## config.mk

```make
export PLATFORM = sky130hd
export DESIGN_NAME = if_buf
export DESIGN_NICKNAME = d
export VERILOG_FILES = /design/src/rtl/if_buf.sv
export SDC_FILE = /design/constraint.sdc
export NUM_CORES = 1
export LEC_CHECK = 0
export ABC_AREA = 1
export BUFFER_PORTS_ARGS = -buffer_cell sky130_fd_sc_hd__buf_2
export CAP_MARGIN = 5
export CORE_ASPECT_RATIO = 0.9
export CORE_UTILIZATION = 52
export CTS_CLUSTER_SIZE = 30
export DETAILED_ROUTE_END_ITERATION = 8
export PLACE_DENSITY_LB_ADDON = 0.08
export SETUP_SLACK_MARGIN = 0.5
export SYNTH_ARGS = -nofsm -noshare
export SYNTH_HDL_FRONTEND = slang
export SYNTH_SLANG_ARGS = --single-unit
```

## constraint.sdc

```tcl
create_clock -name clk -period 5.69 [get_ports clk]
set_clock_uncertainty 0.15 [all_clocks]
set_input_delay 0.2845 -clock clk [delete_from_list [all_inputs] [get_ports clk]]
set_output_delay 0.2845 -clock clk [all_outputs]
set_load 0.01 [all_outputs]
```

## src/rtl/if_buf.sv

```systemverilog
// ----------------------------------------------------------------------------
// if_buf -- instruction fetch buffer between the pc/fetch stage and decode.
//
// A small circular FIFO of {pc, inst} pairs. Fetch words are pushed when
// fvalid_in is high and there is room. Decode pops the head entry with
// id_ready_in. A taken jump (flush_in) empties the buffer and drops that
// cycle's fetch word. When the buffer is full, hold_out stalls the pc stage
// so the dropped word is re-presented.
//
// Parameters:
//   DEPTH     buffer entries (2, 4 or 8)
//   NOP_INST  instruction presented when no entry is valid
//
// Ports:
//   clk          rising-edge clock
//   rst          asynchronous active-high reset
//   fvalid_in    fetch word valid
//   pc_in        PC of the fetch word
//   inst_in      instruction fetched at pc_in
//   flush_in     jump taken; clears the buffer at the next edge
//   hold_out     stall request to the pc stage (buffer full)
//   id_ready_in  decode accepts the head entry
//   id_valid_out head entry valid
//   id_pc_out    PC of the head entry (0 when empty)
//   id_inst_out  instruction of the head entry (NOP_INST when empty)
//
// Build option:
//   IFBUF_BYPASS_EN  when defined, an empty buffer forwards the incoming
//                    fetch word to the decode outputs in the same cycle.
// ----------------------------------------------------------------------------
module if_buf #(
    parameter int unsigned DEPTH    = 2,
    parameter logic [31:0] NOP_INST = 32'h00000013
) (
    input  logic        clk,
    input  logic        rst,
    input  logic        fvalid_in,
    input  logic [31:0] pc_in,
    input  logic [31:0] inst_in,
    input  logic        flush_in,
    output logic        hold_out,
    input  logic        id_ready_in,
    output logic        id_valid_out,
    output logic [31:0] id_pc_out,
    output logic [31:0] id_inst_out
);

    localparam int unsigned PW = (DEPTH > 1) ? $clog2(DEPTH) : 1;
    localparam int unsigned CW = $clog2(DEPTH + 1);

    localparam logic [CW-1:0] FULL_CNT = CW'(DEPTH);
    localparam logic [PW-1:0] LAST_PTR = PW'(DEPTH - 1);

    logic [31:0]   pc_mem   [DEPTH];
    logic [31:0]   inst_mem [DEPTH];

    logic [CW-1:0] count_q, count_d;
    logic [PW-1:0] rd_ptr_q, rd_ptr_d;
    logic [PW-1:0] wr_ptr_q, wr_ptr_d;

    logic          full;
    logic          empty;
    logic          push;
    logic          pop;
    logic          bypass;
    logic          wr_en;
    logic          rd_adv;

    assign full  = (count_q == FULL_CNT);
    assign empty = (count_q == '0);

`ifdef IFBUF_BYPASS_EN
    assign bypass = empty & fvalid_in & ~flush_in;
`else
    assign bypass = 1'b0;
`endif

    assign push = fvalid_in & ~flush_in & ~full;
    assign pop  = id_valid_out & id_ready_in & ~flush_in;

    // A bypassed word taken by decode in the same cycle is never stored, and
    // the pop it causes must not touch the (empty) FIFO.
    assign wr_en  = push & ~(bypass & id_ready_in);
    assign rd_adv = pop & ~bypass;

    // Hold depends on registered state only.
    assign hold_out = full;

    // Decode-side outputs.
`ifdef IFBUF_BYPASS_EN
    always_comb begin
        id_valid_out = 1'b0;
        id_pc_out    = 32'h0;
        id_inst_out  = NOP_INST;
        if (!empty) begin
            id_valid_out = 1'b1;
            id_pc_out    = pc_mem[rd_ptr_q];
            id_inst_out  = inst_mem[rd_ptr_q];
        end else if (bypass) begin
            id_valid_out = 1'b1;
            id_pc_out    = pc_in;
            id_inst_out  = inst_in;
        end
    end
`else
    always_comb begin
        id_valid_out = 1'b0;
        id_pc_out    = 32'h0;
        id_inst_out  = NOP_INST;
        if (!empty) begin
            id_valid_out = 1'b1;
            id_pc_out    = pc_mem[rd_ptr_q];
            id_inst_out  = inst_mem[rd_ptr_q];
        end
    end
`endif

    // Next-state for pointers and occupancy; flush wins over everything.
    always_comb begin
        count_d  = count_q;
        rd_ptr_d = rd_ptr_q;
        wr_ptr_d = wr_ptr_q;
        if (flush_in) begin
            count_d  = '0;
            rd_ptr_d = '0;
            wr_ptr_d = '0;
        end else begin
            if (wr_en) begin
                wr_ptr_d = (wr_ptr_q == LAST_PTR) ? '0 : wr_ptr_q + 1'b1;
            end
            if (rd_adv) begin
                rd_ptr_d = (rd_ptr_q == LAST_PTR) ? '0 : rd_ptr_q + 1'b1;
            end
            unique case ({wr_en, rd_adv})
                2'b10:   count_d = count_q + 1'b1;
                2'b01:   count_d = count_q - 1'b1;
                default: count_d = count_q;
            endcase
        end
    end

    always_ff @(posedge clk or posedge rst) begin
        if (rst) begin
            count_q  <= '0;
            rd_ptr_q <= '0;
            wr_ptr_q <= '0;
        end else begin
            count_q  <= count_d;
            rd_ptr_q <= rd_ptr_d;
            wr_ptr_q <= wr_ptr_d;
        end
    end

    // Storage is not reset; occupancy alone decides what is valid.
    always_ff @(posedge clk) begin
        if (wr_en) begin
            pc_mem[wr_ptr_q]   <= pc_in;
            inst_mem[wr_ptr_q] <= inst_in;
        end
    end

endmodule

```

Yosys cells after proc, flatten, opt, wreduce, memory -nomap -nowiden
Memories as Yosys holds them, arrays and structs flattened.
Cells that the tools add are included.
{ "word_totals": {"ramBits": 128, "rom_bits": 0, "latch_bits": 0, "in_bits": 69, "output_inout_bits": 66, "reg_bits": 4, "mem_count": 2} }
{ "op_classes": {"n_div": 0, "n_mux": 13, "shift": 0, "n_addsub": 4, "n_eq_ne": 3, "n_bitwise": 6, "n_mul": 0, "order_cmp": 0, "reduce_logical": 4} }
{ "mem_list": {"columns": ["memory", "words", "width", "read_ports", "rd_ports_with_merged_regs", "wr", "line_no", "rtl"], "rows": [
  ["inst_mem", 2, 32, 1, 0, 1, "55", "logic [31:0] inst_mem [DEPTH];"],
  ["pc_mem", 2, 32, 1, 0, 1, "54", "logic [31:0] pc_mem [DEPTH];"]
]} }
{ "ops": {"columns": ["cell", "n"], "rows": [
  ["$mux 32", 2],
  ["$mux 1", 9],
  ["$and 1x1->1", 4],
  ["$eq 2x2->1 const B", 2],
  ["$pmux 2 s2", 1],
  ["$reduce_bool 2->1", 2],
  ["$reduce_bool 3->1", 1],
  ["$add 1x1->1 const B", 2],
  ["$add 2x1->2 const B", 1],
  ["$eq 2x1->1 const B", 1],
  ["$logic_not 2->1", 1],
  ["$mux 2", 1],
  ["$not 1->1", 2],
  ["$sub 2x1->2 const B", 1]
]} }

Longest topological paths before layout
Gate-level depths: netlist of run 1.
{ "logic_depth": {"word_depth": 7, "mapped_depth": 8} }

Least setup slack after synthesis of run 1
No wires, ideal clock.
{ "synth_timing": {"kind": "flip-flop to flip-flop", "from": "reg count_q[0]", "to": "mem inst_mem[0][0], enable pin", "setup_ps": 486, "arrival_time_ps": 3390, "path_stages_with_launch": 6, "path_slack_ps": 1664, "path_buffers": 1, "t_required_ps": 5054, "path_cell_list": "dfrtp_1 -> buf_2 -> inv_1 -> nand2_1 -> nand2_2 -> nor2_1"} }
{ "synth_via": {"elab_chain_len": 5} }
{ "synth_rtl": {"columns": ["item", "line_no", "rtl"], "rows": [
  ["start: declaration", "57", "logic [CW-1:0] count_q, count_d;"],
  ["start signal: assignment", "148", "count_q <= count_d;"],
  ["$eq 2x2->1", "69", "assign full = (count_q == FULL_CNT);"],
  ["$not 1->1", "78", "assign push = fvalid_in & ~flush_in & ~full;"],
  ["$and 1x1->1", "78", null],
  ["$mux 1", "156", "if (wr_en) begin"],
  ["$mux 1 (implied by the code)", "158", "inst_mem[wr_ptr_q] <= inst_in;"],
  ["end: declaration", "55", null]
]} }
No other way between the ends.

Final worst setup path of run 1
{ "layout_timing": {"from": "reg rd_ptr_q", "to": "out id_pc_out[16]"} }
{ "layout_via": {"elab_chain_len": 2} }
{ "layout_rtl": {"columns": ["item", "line_no", "rtl"], "rows": [
  ["start: declaration", "58", "logic [PW-1:0] rd_ptr_q, rd_ptr_d;"],
  ["start signal: assignment", "149", "rd_ptr_q <= rd_ptr_d;"],
  ["$mem_v2 2x32", null, null],
  ["$mux 32", "110", "if (!empty) begin"],
  ["end: declaration", "44", "output logic [31:0] id_pc_out,"]
]} }
No other way between the ends.

==> impl_metrics.tcl, run 1 <==
set metrics [dict create \
    clkTransAtPathRegs_ns 0.06 \
    numCtsBuffers 17 \
    crit_type "flip-flop to output pin" \
    rsz0062_at_grt "false" \
    cts_buffer_depth 2 \
    register_area_sq_um 3950 \
    final_util_pct 76.2 \
    r2r_cells 5 \
    initial_core_util_pct 54.5 \
    wl_met1_um 4440 \
    n_fill_cell 632 \
    antenna_left 0 \
    clock_sinks 132 \
    min_to "count_q[1]" \
    slew_violations 0 \
    vias 3527 \
    synth_cell_types 18 \
    peakVddDrop_v 0.000271 \
    syn_area_per_cell_sq_um 13.2 \
    cp.arrival_ns 2.28 \
    startpoint_type "flip-flop" \
    firstDrtPassIters 5 \
    fin_nets 653 \
    core.rowCount 33 \
    cts_setup_buffers 0 \
    dp_hpwl_um 5620 \
    fin_crit_sh_pct 47.8 \
    yosysTopAreaCellShare_pct 76.3 \
    r2r_slack_ns 2.99 \
    grt_pass1_wl_um 16000 \
    required_ns 5.26 \
    yosys.area.top_type "edfxtp_1" \
    grt_max_degree 67 \
    drt_iter0_markers 191 \
    relSlewSlack_pct 21.8 \
    multiInputGateArea_sq_um 970 \
    ios 135 \
    pre_cts_ws_ns 2.97 \
    critPathCaptureType "output pin" \
    fin_ws_ns 2.97 \
    synth.area.top_cells "edfxtp_1 76%, nand2_1 10%, a21oi_1 6.2%" \
    ctsRootBufferMaster "clkbuf_8" \
    power.leakage_nw 2.87 \
    seq_area_frac_synth_pct 78.3 \
    min_path_cells 6 \
    timing.rr.end "inst_mem[0][23]" \
    die_x_um 106 \
    postCtsHoldBufs 67 \
    viasPerCell 4.91 \
    drive_above_1_share_pct 29.8 \
    cap_violations 0 \
    p_per_area_nw_per_um2 353 \
    top_layer_used "met4" \
    die_h_um 95.4 \
    final-setup-viol-count 0 \
    hold_violations 0 \
    r2r_start "count_q[0]" \
    synth_area_sq_um 5040 \
    grt_remaining_overflow 0 \
    syn_inst 382 \
    port_buffers 134 \
    met2_length_um 5030 \
    clock_latency_ns 0.51 \
    syn2layout_area_growth_pct 39.9 \
    grt.total_usage_pct 21.5 \
    routedWlPerCell_um 14.4 \
    hold_class "input port to flip-flop" \
    min_period_ns 2.72 \
    finalSetupTns_ns 0 \
    cts_tree "done" \
    wl_um 10400 \
    wl_met3_um 795 \
    status "completed" \
    synth-seq-cells 132 \
    cts-resized-gates 0 \
    place.gp.congestion 0.761 \
    n_antenna_cell 0 \
    drc_errors 0 \
    htreeDepth 4 \
    grt_pass1_vias 3322 \
    antenna_found_initial 0 \
    worstMarginPinSlew_ns 1.17 \
    die_area_sq_um 10100 \
    yosysWarnings 0 \
    syn_nets 451 \
    core-area_sq_um 9250 \
    clock.fmax_mhz 368 \
    min_from "fvalid_in" \
    critPathMaxFanout 66 \
]
## cells in the mapped netlist, drive strengths merged
master and n:
nand3 6, nand2 138, inv 9, buf 19, o21ai 2, a21oi 62
nor2 8, edfxtp 128, dfrtp 4, nand4 4, clkbuf 2
## metal layers
metal / global-route usage (%) / up-vias
li1: - / 1751
met1: 27.3 / 1627
met2: 34.1 / 141
met3: 7.38 / 8
met4: 8.80 / 0
met5: 0 / -
## cell families after synthesis
logic type / after synthesis / synth area share, %
simple gates: 156 / 12.6
compound gates: 64 / 6.36
buf+inv: 30 / 2.76
flops: 132 / 78.3
## flip-flops by register name (all words and copies together) (netlist names)
register and flops:
count_q 2, pc_mem 64, wr_ptr_q 1, rd_ptr_q 1
inst_mem 64
## critical path, stage by stage (launching register included)
cell     delay [ns]
dfrtp_2        0.40
inv_2          0.84
nand2_1        0.11
a21oi_1        0.25
buf_2          0.17
## per-stage QoR
step	cell area, sq um	power (mW)	instances	hold WS [ns]
after floorplan	5040	1.31	382	-0.0994
after global placement	5800	1.42	620	0.0314
after detailed placement	5800	1.42	620	0.0314
after CTS	7050	2.51	719	0.0101
after global routing	7050	2.58	719	0.0523
final	7050	2.49	719	0.0335
## cell type report
class / instances / area share (%)
Timing Repair Buffer: 204 / 19.4
Inverter: 9 / 0.515
Clock inverter: 13 / 2.24
Multi-Input combinational cell: 220 / 13.8
Clock buffer: 19 / 5.98
Tap cell: 122 / 2.17
Sequential cell: 132 / 56.0
## placed cells by master, fill, tap and decap left out
master and instances:
a21oi_1 62, buf_2 134, buf_4 3, bufinv_16 3, clkbuf_1 2, clkbuf_16 16
clkbuf_8 1, clkinv_1 2, clkinv_2 2, clkinv_4 2, clkinvlp_4 2, dfrtp_1 3
dfrtp_2 1, dlygate4sd3_1 67, edfxtp_1 128, inv_1 5, inv_2 3, inv_4 1
inv_6 2, nand2_1 135, nand2_2 3, nand3_1 5, nand3_2 1, nand4_1 4
nor2_1 4, nor2_2 1, nor2_4 2, nor2_8 1, o21ai_0 1, o21ai_1 1
## worst max-delay path by stage
stage / start / to / slack, ns / cells after the start
global route: rd_ptr_q / id_inst_out[25] / 2.79 / 4
detailed placement: count_q[0] / inst_mem[0][27] / 2.97 / 5
global placement: count_q[0] / inst_mem[0][30] / 2.98 / 5
finish: rd_ptr_q / id_pc_out[16] / 2.97 / 4
CTS: rd_ptr_q / id_pc_out[13] / 2.95 / 4
floorplan: count_q[0] / inst_mem[0][0] / 1.66 / 5
## where the power goes
group / internal, mW / total [mW] / switching, mW
combinational: 0.122 / 0.311 / 0.189
sequential: 1.11 / 1.13 / 0.0136
clock: 0.666 / 1.05 / 0.387
No activity file was read; power rests on OpenSTA's default activity.
==> run 2, diff against run 1 <==
==> constraint.sdc (replaced) <==
create_clock -name clk -period 2.7 [get_ports clk]
set_clock_uncertainty 0.15 [all_clocks]
set_input_delay 0.135 -clock clk [delete_from_list [all_inputs] [get_ports clk]]
set_output_delay 0.135 -clock clk [all_outputs]
set_load 0.01 [all_outputs]
==> impl_metrics.tcl, run 2 (synthesized netlist as in run 1, its figures left out) <==
set metrics [dict create \
    r2r_slack_ns 0.73 \
    top_usage_layer "met2" \
    hold_violations 0 \
    use_met2_pct 42.5 \
    peakVddDrop_v 0.000708 \
    grt_pass1_wl_um 17600 \
    crit_type "flip-flop to output pin" \
    viasPerCell 5.07 \
    drc_errors 0 \
    largestRegisters "inst_mem (64), pc_mem (64), count_q (2)" \
    critPathCaptureType "output pin" \
    combPwrFrac_pct 13.9 \
    p_per_area_nw_per_um2 733 \
    p_int_mw 4.06 \
    ctsRootBufferMaster "clkbuf_8" \
    grt_remaining_overflow 0 \
    fin_nets 668 \
    cts_buffer_depth 2 \
    final-setup-viol-count 0 \
    place.gp.congestion 0.743 \
    htreeDepth 4 \
    slew_violations 0 \
    relSlewSlack_pct 66.7 \
    min_to "inst_mem[0][27]" \
    grt_pass1_vias 3741 \
    drt_iter0_markers 154 \
    worstMarginPinSlew_ns 0.498 \
    core.rowCount 33 \
    stdcell_area_sq_um 7290 \
    numCtsBuffers 17 \
    timing.rr.end "inst_mem[1][12]" \
    rsz0062_at_grt "false" \
    syn2layout_area_growth_pct 44.8 \
    initial_core_util_pct 54.5 \
    placed_area_sq_um 5890 \
    cp.arrival_ns 1.83 \
    clock.fmax_mhz 472 \
    seqPwrFrac_pct 44.7 \
    power.leakage_nw 2.97 \
    port_buffers 134 \
    layout_common_cells "134 x nand2_1, 134 x buf_2, 128 x edfxtp_1, 69 x dlygate4sd3_1, 62 x a21oi_1" \
    antenna_left 0 \
    min_path_cells 2 \
    die_area_sq_um 10100 \
    cap_violations 0 \
    finalSetupTns_ns 0 \
    startpoint_type "flip-flop" \
    antenna_found_initial 0 \
    cts_tree "done" \
    r2r_cells 5 \
    ios 135 \
    min_from "inst_in[27]" \
    switching_share_pct 24.0 \
    routedWlPerCell_um 16.0 \
    grt.total_usage_pct 23.7 \
    drive_above_1_share_pct 31.9 \
    die_h_um 95.4 \
    die_x_um 106 \
    critPathMaxFanout 23 \
    n_fill_cell 570 \
    pwr-share-clk_pct 41.4 \
    fin_crit_sh_pct 78.5 \
    wl_um 11700 \
    clock_sinks 132 \
    grt_max_degree 47 \
    pre_cts_ws_ns 0.682 \
    clkTransAtPathRegs_ns 0.06 \
    min_period_ns 2.12 \
    use_met1_pct 27.3 \
    vias 3715 \
    n_antenna_cell 0 \
    fin_ws_ns 0.582 \
    r2r_start "count_q[0]" \
    required_ns 2.41 \
    dp_hpwl_um 6210 \
    status "completed" \
    final_util_pct 78.9 \
    core-area_sq_um 9250 \
    switchingPower_mw 1.28 \
    use_met3_pct 7.25 \
    place_inst 625 \
    layout.cells.non_filler 733 \
    clock_latency_ns 0.50 \
    firstDrtPassIters 5 \
    total_power_mw 5.35 \
    hold_class "input port to flip-flop" \
    timing.hold.ws_ns 0.203 \
]
==> run 2: power groups by stage <==
stage	clock [mW]	combinational (mW)	sequential (mW)
final	2.21	0.745	2.39
after global routing	2.32	0.814	2.39
after CTS	2.24	0.725	2.39
after detailed placement	0	0.591	2.43
after global placement	0	0.585	2.43
after floorplan	0	0.351	2.41
==> run 2: how the worst max path moves through the flow <==
stage | slack, ns | to | start | cells after the start
floorplan | 0.52 | inst_mem[0][0] | count_q[0] | 5
global placement | 0.72 | id_pc_out[8] | rd_ptr_q | 5
detailed placement | 0.68 | id_pc_out[8] | rd_ptr_q | 5
CTS | 0.51 | id_inst_out[19] | rd_ptr_q | 5
global route | 0.49 | id_pc_out[24] | rd_ptr_q | 5
finish | 0.58 | id_pc_out[24] | rd_ptr_q | 5
==> run 2: routing by layer <==
metal / routed length (um) / up-vias
li1: - / 1788
met1: 4770 / 1780
met2: 6000 / 138
met3: 829 / 9
met4: 93 / 0
met5: 0 / -
==> run 2: timing repair <==
| item | in CTS | in global routing |
|---|---|---|
| hold endpoints to repair | 136 | 0 |
| setup endpoints to repair | 64 | 72 |
| hold buffers | 69 | 0 |
| buffers inserted | 4 | 2 |
| pin swaps | 1 | 0 |
| cloned | 1 | 1 |
| resized for setup | 4 | 5 |
==> run 2: worst max-delay path: stages (launching register included) <==
cell	delay (ns)
dfrtp_4	0.55
inv_4	0.13
buf_8	0.19
nand2_1	0.09
a21oi_1	0.19
buf_2	0.17
==> run 2: cell type report <==
| class | instances | area, sq um | share of cell area [%] |
|---|---|---|---|
| inverters | 9 | 38.8 | 0.532 |
| clock inverters | 13 | 160 | 2.20 |
| flip-flops and latches | 132 | 3950 | 54.2 |
| repair buffers | 218 | 1590 | 21.7 |
| clock buffers | 18 | 418 | 5.73 |
| multi-input cells | 221 | 988 | 13.6 |
| well taps | 122 | 153 | 2.09 |
